[src/rtl/hongwai.sv]
// ----------------------------------------------------------------------------
// hongwai : NEC-style IR transmitter, 35-bit + 32-bit frame on a key press.
// Revision: 1.0
// ----------------------------------------------------------------------------
`default_nettype none

module hongwai #(
  parameter int CLK_PER_US  = 50,
  parameter int CARRIER_DIV = 1316
) (
  input  logic        clk,
  input  logic        rst,
  input  logic        key_1,
  input  logic [34:0] IR_in_data35,
  input  logic [31:0] IR_in_data32,
  output logic        IR_out,
  output logic        led_out
);

  localparam int CW = $clog2(20000 * CLK_PER_US) + 1;
  localparam int PW = (CARRIER_DIV > 1) ? $clog2(CARRIER_DIV) : 1;

  localparam logic [CW-1:0] T_LEAD_MARK  = CW'(9000 * CLK_PER_US);
  localparam logic [CW-1:0] T_LEAD_SPACE = CW'(4500 * CLK_PER_US);
  localparam logic [CW-1:0] T_MARK       = CW'(560 * CLK_PER_US);
  localparam logic [CW-1:0] T_ZERO       = CW'(560 * CLK_PER_US);
  localparam logic [CW-1:0] T_ONE        = CW'(1690 * CLK_PER_US);
  localparam logic [CW-1:0] T_CONN_SPACE = CW'(20000 * CLK_PER_US);
  localparam logic [PW-1:0] C_CAR_LAST   = PW'(CARRIER_DIV - 1);
  localparam logic [PW-1:0] C_CAR_HALF   = PW'(CARRIER_DIV / 2);

  typedef enum logic [2:0] {
    S_IDLE, S_LEAD_MARK, S_LEAD_SPACE, S_BIT_MARK,
    S_BIT_SPACE, S_CONN_MARK, S_CONN_SPACE, S_END_MARK
  } state_t;

  state_t          state_q, state_d;
  logic            key_s1_q, key_s1_d, key_s2_q, key_s2_d, key_s3_q, key_s3_d;
  logic [1:0]      vld_q, vld_d;
  logic            armed_q, armed_d;
  logic [CW-1:0]   cnt_q, cnt_d;
  logic [5:0]      bit_q, bit_d;
  logic            field_q, field_d;
  logic [34:0]     d35_q, d35_d;
  logic [31:0]     d32_q, d32_d;
  logic [PW-1:0]   car_q, car_d;
  logic            ir_q, ir_d;
  logic            led_q, led_d;

  logic            start, cur_bit, last_bit, done, mark;
  logic [CW-1:0]   dur;

  always_comb begin
    key_s1_d = key_1;
    key_s2_d = key_s1_q;
    key_s3_d = key_s2_q;
    // Arming needs a real low sample after reset, so a key held through reset cannot fire.
    vld_d    = {vld_q[0], 1'b1};
    armed_d  = armed_q | (vld_q[1] & ~key_s2_q);
    start    = armed_q & key_s2_q & ~key_s3_q;

    car_d    = (car_q == C_CAR_LAST) ? '0 : car_q + 1'b1;

    cur_bit  = field_q ? d32_q[0] : d35_q[0];
    last_bit = field_q ? (bit_q == 6'd31) : (bit_q == 6'd34);

    case (state_q)
      S_LEAD_MARK:  dur = T_LEAD_MARK;
      S_LEAD_SPACE: dur = T_LEAD_SPACE;
      S_BIT_SPACE:  dur = cur_bit ? T_ONE : T_ZERO;
      S_CONN_SPACE: dur = T_CONN_SPACE;
      default:      dur = T_MARK;
    endcase
    done = (cnt_q == dur - 1'b1);

    state_d = state_q;
    bit_d   = bit_q;
    field_d = field_q;
    d35_d   = d35_q;
    d32_d   = d32_q;
    cnt_d   = (state_q == S_IDLE || done) ? '0 : cnt_q + 1'b1;

    case (state_q)
      S_IDLE: begin
        if (start) begin
          state_d = S_LEAD_MARK;
          d35_d   = IR_in_data35;
          d32_d   = IR_in_data32;
          bit_d   = '0;
          field_d = 1'b0;
        end
      end
      S_LEAD_MARK:  if (done) state_d = S_LEAD_SPACE;
      S_LEAD_SPACE: if (done) state_d = S_BIT_MARK;
      S_BIT_MARK:   if (done) state_d = S_BIT_SPACE;
      S_BIT_SPACE: begin
        if (done) begin
          // Payload shifts right so bit 0 is always the one on air.
          if (field_q) d32_d = {1'b0, d32_q[31:1]};
          else         d35_d = {1'b0, d35_q[34:1]};
          if (last_bit) begin
            bit_d   = '0;
            state_d = field_q ? S_END_MARK : S_CONN_MARK;
          end else begin
            bit_d   = bit_q + 1'b1;
            state_d = S_BIT_MARK;
          end
        end
      end
      S_CONN_MARK:  if (done) state_d = S_CONN_SPACE;
      S_CONN_SPACE: begin
        if (done) begin
          state_d = S_BIT_MARK;
          field_d = 1'b1;
        end
      end
      S_END_MARK:   if (done) state_d = S_IDLE;
      default:      state_d = S_IDLE;
    endcase

    mark  = (state_q == S_LEAD_MARK) || (state_q == S_BIT_MARK) ||
            (state_q == S_CONN_MARK) || (state_q == S_END_MARK);
    ir_d  = mark & (car_q < C_CAR_HALF);
    led_d = (state_d != S_IDLE);
  end

  always_ff @(posedge clk or posedge rst) begin
    if (rst) begin
      state_q  <= S_IDLE;
      key_s1_q <= 1'b0;
      key_s2_q <= 1'b0;
      key_s3_q <= 1'b0;
      vld_q    <= '0;
      armed_q  <= 1'b0;
      cnt_q    <= '0;
      bit_q    <= '0;
      field_q  <= 1'b0;
      d35_q    <= '0;
      d32_q    <= '0;
      car_q    <= '0;
      ir_q     <= 1'b0;
      led_q    <= 1'b0;
    end else begin
      state_q  <= state_d;
      key_s1_q <= key_s1_d;
      key_s2_q <= key_s2_d;
      key_s3_q <= key_s3_d;
      vld_q    <= vld_d;
      armed_q  <= armed_d;
      cnt_q    <= cnt_d;
      bit_q    <= bit_d;
      field_q  <= field_d;
      d35_q    <= d35_d;
      d32_q    <= d32_d;
      car_q    <= car_d;
      ir_q     <= ir_d;
      led_q    <= led_d;
    end
  end

  assign IR_out  = ir_q;
  assign led_out = led_q;

endmodule

`default_nettype wire

[config.mk]
export PLATFORM = sky130hd
export DESIGN_NAME = hongwai
export DESIGN_NICKNAME = d
export VERILOG_FILES = /design/src/rtl/hongwai.sv
export SDC_FILE = /design/constraint.sdc
export NUM_CORES = 1
export LEC_CHECK = 0
export CORE_UTILIZATION = 33
export DETAILED_ROUTE_END_ITERATION = 8
export PLACE_DENSITY = 0.54
export SYNTH_ARGS = -nofsm -noshare
export SYNTH_HDL_FRONTEND = slang
export SYNTH_SLANG_ARGS = --single-unit
[constraint.sdc]
create_clock -name clk -period 5.6 [get_ports clk]
set_input_delay 1.12 -clock clk [delete_from_list [all_inputs] [get_ports clk]]
set_output_delay 1.12 -clock clk [all_outputs]
set_load 0.02 [all_outputs]
======== Yosys cells after proc, flatten, opt, wreduce, memory -nomap -nowiden ========
Index checks and enable logic that the tools add are counted.
storage, ports and cells
  flip-flop bits (word level) ............. 117
  output and inout port bits .............. 2
  word-level logic and storage cells ...... 86
  input bits .............................. 70
cells by class
  add/subtract/negate cells ............... 4
  muxes and demuxes ....................... 31
  reductions and logical operators ........ 13
  bitwise gates (word level) .............. 7
  magnitude comparators ................... 1
  eq/ne operators ......................... 16
operators by type and width
  operator                                                                         count
  35-bit two-way mux                                                               3
  32-bit two-way mux                                                               3
  20-bit case mux with 4 select lines                                              1
  35-bit case mux with 2 select lines                                              1
  32-bit case mux with 2 select lines                                              1
  3-bit two-way mux                                                                8
  21-bit by 1-bit adder with 21-bit output (second input constant)                 1
  21-bit == test                                                                   1
  21-bit two-way mux                                                               1
  3-bit case mux with 7 select lines                                               1
  21-bit by 1-bit subtractor with 21-bit output (second input constant)            1
  6-bit two-way mux                                                                3
  17-bit two-way mux                                                               1
  3-bit == test (second input constant)                                            4
  6-bit case mux with 2 select lines                                               1
  11-bit by 1-bit adder with 11-bit output (second input constant)                 1
  11-bit == test (second input constant)                                           1
  11-bit by 10-bit less-than comparator with 1-bit output (second input constant)  1
  11-bit two-way mux                                                               1
  2-bit inequality test (second input constant)                                    5
  4-bit AND reduction                                                              2
  6-bit by 1-bit adder with 6-bit output (second input constant)                   1
  3-bit by 2-bit == test with 1-bit output (second input constant)                 2
  6-bit by 5-bit == test with 1-bit output (second input constant)                 1
  other kinds (14)                                                                 26

======== Depth between registers and ports, before layout ========
  depth after elaboration ................. 8
  depth in mapped cells ................... 14
  depth with buffers taken out ............ 10

======== Worst setup path before layout ========
Ideal clock, no wire load.
  kind .................................... reg-to-reg
  start point ............................. register state_q[2]
  end point ............................... register d35_q[0]
  setup slack ............................. 2.586 ns
  arrival ................................. 2.891 ns
  setup time .............................. 0.123 ns
  clock period less this slack ............ 3.014 ns
  cell stages (with the launch flop) ...... 15
  buffers on the path ..................... 4
  data required time ...................... 5.477 ns
  path through ............................ dfrtp_1 buf_2 buf_1 inv_1 nand2_1 ha_1 and2_1 a221oi_1 nor4_1 and4_1 nand3_2 or3_1 buf_2 buf_6 o221a_1
on the way
  cells in the longest elaborated chain, start to end .. 6
  elaborated cells on any way between the ends .. 14
  classes of those cells .................. add/sub: 1; eq/ne: 8; mux: 2; reduce/logical: 3
ends and longest elaborated chain
  element                                        line  RTL
  start, declared                                37    state_t state_q, state_d;
  start signal, assigned                         144   state_q <= state_d;
  3-bit == test (tied with other cells)          67    case (state_q)
  20-bit case mux with 4 select lines            67
  21-bit by 1-bit subtractor with 21-bit output  74    done = (cnt_q == dur - 1'b1);
  21-bit == test                                 74
  2-bit inequality test (no source line)         --
  4-bit AND reduction (no source line)           --
  end signal, assigned                           138   d35_q <= '0;
  end signal, assigned                           153   d35_q <= d35_d;
  end, declared                                  44    logic [34:0] d35_q, d35_d;
Several ways; a longest one is shown, not always the timed one.
A chain may end at the register's enable or synchronous reset.

======== Worst setup path after layout ========
  start point ............................. register state_q[2]
  end point ............................... register d32_q[30]
on the way
  cells in the longest elaborated chain, start to end .. 6
  elaborated cells on any way between the ends .. 14
  classes of those cells .................. add/sub: 1; eq/ne: 8; mux: 2; reduce/logical: 3
ends and longest elaborated chain
  element                                        line  RTL
  3-bit == test (tied with other cells)          67
  20-bit case mux with 4 select lines            67
  21-bit by 1-bit subtractor with 21-bit output  74
  21-bit == test                                 74
  2-bit inequality test (no source line)         --
  4-bit AND reduction (no source line)           --
  end signal, assigned                           139   d32_q <= '0;
  end signal, assigned                           154   d32_q <= d32_d;
  end, declared                                  45    logic [31:0] d32_q, d32_d;
Several ways; a longest one is shown, not always the timed one.

==> flow_metrics.env <==
export IMPL_timing_fmax_ghz=0.2341
export IMPL_rsz0062_at_grt="false"
export IMPL_ys_ff_latch=117
export IMPL_synth_ff_type="dfrtp_1"
export IMPL_cts_resized=0
export IMPL_antenna_cells=0
export IMPL_cts_max_level=4
export IMPL_hpwl_um=8606
export IMPL_initial_core_util_pct=33.82
export IMPL_setup_violations=0
export IMPL_violations="DRC"
export IMPL_outcome="complete, but fails checks"
export IMPL_p_per_area_nw_per_um2=345.3
export IMPL_io_buffers=71
export IMPL_post_cts_repair_setup_buffers=0
export IMPL_cts_max_path_buffers=2
export IMPL_track_usage_pct=14.76
export IMPL_slew_headroom_pct=23.98
export IMPL_cts_tree="done"
export IMPL_period_minus_slack_ns=4.273
export IMPL_drtIter0Drc=257
export IMPL_antenna_found_initial=0
export IMPL_crit_buf_inv=0
export IMPL_avgSynthCellArea_um2=11.39
export IMPL_p_sw_share_pct=23.65
export IMPL_leakagePower_nw=3.095
export IMPL_die_w_um=138.1
export IMPL_p_clk_share_pct=43.6
export IMPL_pwr_share_seq_pct=42.9
export IMPL_synth_fp_nets=611
export IMPL_grt_max_degree=53
export IMPL_clock_skew_ns=0.009335
export IMPL_grt_pass1_wl_um=22410
export IMPL_critPathMaxStageDelay_ns=1.01
export IMPL_yosysUniqueCellTypes=58
export IMPL_synthArstFlopShare_pct=100.0
export IMPL_hold_path_class="reg -> reg"
export IMPL_ys_seq_area_share_pct=47.87
export IMPL_synth_area_leaders="dfrtp_1 (48%), mux2_4 (7.4%), o221a_1 (6.3%)"
export IMPL_worst_pin_slew_ns=1.140
export IMPL_drc=6
export IMPL_syn_to_final_growth_pct=24.10
export IMPL_cts_hold_buf=0
export IMPL_fin_crit_sh_pct=76.30
export IMPL_numCtsBuffers=17
export IMPL_internal_power_mw=2.001
export IMPL_required_ns=5.90
export IMPL_path_clk_slew_ns=0.06
export IMPL_via_per_inst=5.093
export IMPL_grt_pass1_vias=4331
export IMPL_hold_ws_ns=0.3565
export IMPL_worstSetupEndpointType="flip-flop"
export IMPL_drv_slew=0
export IMPL_vias=4283
export IMPL_dr_pass1_iters=6
export IMPL_synth_top_area_share_pct=47.87
export IMPL_path_delay_family="compound AO/OA/AOI/OAI gates"
export IMPL_ir_drop_v=0.0002105
export IMPL_worstPathArrival_ns=4.57
export IMPL_ios=72
export IMPL_worstSetupPathType="reg -> reg"
export IMPL_p_switching_mw=0.6198
export IMPL_wire_per_inst_um=15.68
export IMPL_die_h_um=138.1
export IMPL_start_kind="flip-flop"
export IMPL_slowest_stage="dfrtp_2"
export IMPL_gp_congestion=0.8889
export IMPL_syn_inst=537
export IMPL_cap_violations=0
export IMPL_insertion_delay_ns=0.42
export IMPL_fin_tns_setup_ns=0
export IMPL_p_comb_share_pct=13.5
export IMPL_clockRootBuffer="clkbuf_16"
export IMPL_drt_wl_total_um=13190
export IMPL_synth_edf_count=0
export IMPL_fill_cells=1712
export IMPL_num_nets_final=673
export IMPL_rows=49
export IMPL_gr_total_overflow=0
export IMPL_hold_viol=0
export IMPL_postRouteAntennaNets=0
export IMPL_cts_sinks=117
export IMPL_ys_warn_count=0
export IMPL_netlist_area_um2=6116
export IMPL_die_area_um2=19080
export IMPL_crit_fanout=52
export IMPL_yosysTopAreaCell="dfrtp_1"
export IMPL_cp_cell_sequence="nor3b_1 > nand2_1 > ha_1 > and2_1 > a221oi_1 > nor4_1 > and4_1 > nand3_2 > o31a_2 > mux2_1"
export IMPL_core_um2=18090
export IMPL_drive_gt1_share_pct=18.30
final timing paths:
check,slack [ns],from,endpoint,cells after the start
min reg2reg,0.36,vld_q[0]$_DFF_PP0_,vld_q[1]$_DFF_PP0_,0
min,0.36,vld_q[0]$_DFF_PP0_,vld_q[1]$_DFF_PP0_,0
min in group asynchronous,1.00,rst,d35_q[24]$_DFFE_PP0P_,2
max reg2reg,1.33,state_q[2]$_DFF_PP0_,d32_q[30]$_DFFE_PP0P_,10
max,1.33,state_q[2]$_DFF_PP0_,d32_q[30]$_DFFE_PP0P_,10
max in group asynchronous,3.67,rst,state_q[0]$_DFF_PP0_,3
layer usage:
| metal | share of wire, % | vias to the layer above | global-route usage, % |
|---|---|---|---|
| met5 | 0 | - | 0 |
| met4 | 1.7 | 0 | 6.446 |
| met3 | 4.1 | 14 | 3.810 |
| met2 | 44 | 86 | 21.35 |
| met1 | 50 | 2121 | 20.78 |
| li1 | - | 2062 | - |
worst register-to-register path: stages (launching register included):
cell and delay, ns:
dfrtp_2 1.01, nor3b_1 0.46, nand2_1 0.14, ha_1 0.25, and2_1 0.19, a221oi_1 0.36, nor4_1 0.10, and4_1 0.21
nand3_2 0.13, o31a_2 0.88, mux2_1 0.41
power by group through the flow:
stage | sequential (mW) | combinational [mW] | clock, mW
after floorplan | 1.09 | 0.275 | 0
after global placement | 1.13 | 0.341 | 0
after detailed placement | 1.13 | 0.354 | 0
after CTS | 1.12 | 0.358 | 1.17
after global routing | 1.14 | 0.387 | 1.21
final | 1.13 | 0.354 | 1.14
per-stage QoR:
step                setup slack [ns]  util, %  power, mW  instances  cell area [um2]
floorplan                      1.379        -      1.366        537             6116
global placement               1.519    38.51      1.474        809             6965
CTS                            1.311    41.96      2.655        841             7590
global route                   1.056    41.96      2.744        841             7590
detailed placement             1.314    38.51      1.489        809             6965
finish                         1.327    41.96      2.621        841             7590
cells in the mapped netlist, drive strengths merged (12+ instances only):
cell	count
nor2	42
nand3	17
inv	12
clkbuf	15
a21oi	12
xor2	17
xnor2	16
mux2	63
dfrtp	117
nand2b	37
o221a	34
o21ai	15
nand2	27
buf	17
logic make-up (layout without fill, tap and decap cells):
family,count (synthesis),after routing,share of synthesized area (%)
compound gates,90,90,12.73
xor+xnor,33,33,4.726
fa+ha+maj,4,4,0.8184
buf+inv,44,119,3.723
flops,117,117,47.87
mux,66,66,13.93
other cells,1,1,0.06132
simple gates,182,182,16.14
final cells by class:
class                      count  area [um2]  share of cell area (%)
multi-input combinational    376        2962                   39.02
sequential                   117        2929                   38.59
timing repair buffer          75       740.7                   9.759
clock buffer                  19       442.9                   5.836
tap                          229       286.5                   3.775
clock inverter                13       181.4                   2.390
inverter                      12       47.55                  0.6264
registers in the layout, summed over array words and instances, names as in the netlist, 2 cells and up:
signal   cells
cnt_q       21
vld_q        2
d35_q       35
car_q       11
d32_q       32
bit_q        6
state_q      3
cells in the final DEF, fill, tap and decap left out, drive strengths merged, types with 4 or more instances in the layout:
master         netlist  layout
clkdlybuf4s50        0      71
or2                  4       4
a211oi               4       4
o21ai               15      15
o221a               34      34
nand2b              37      37
a221o                5       5
mux2                63      63
nand2               27      27
nor2                42      42
and4                 4       4
clkinv               0       7
xnor2               16      16
nand4                4       4
a21oi               12      12
nor3                11      11
xor2                17      17
nor2b                7       7
ha                   4       4
dfrtp              117     117
clkbuf              15      19
nor4                 6       6
nand3               17      17
inv                 12      12
buf                 17       4
and3                 8       8
bufinv               0       4
(Power assumes the default switching activity.)
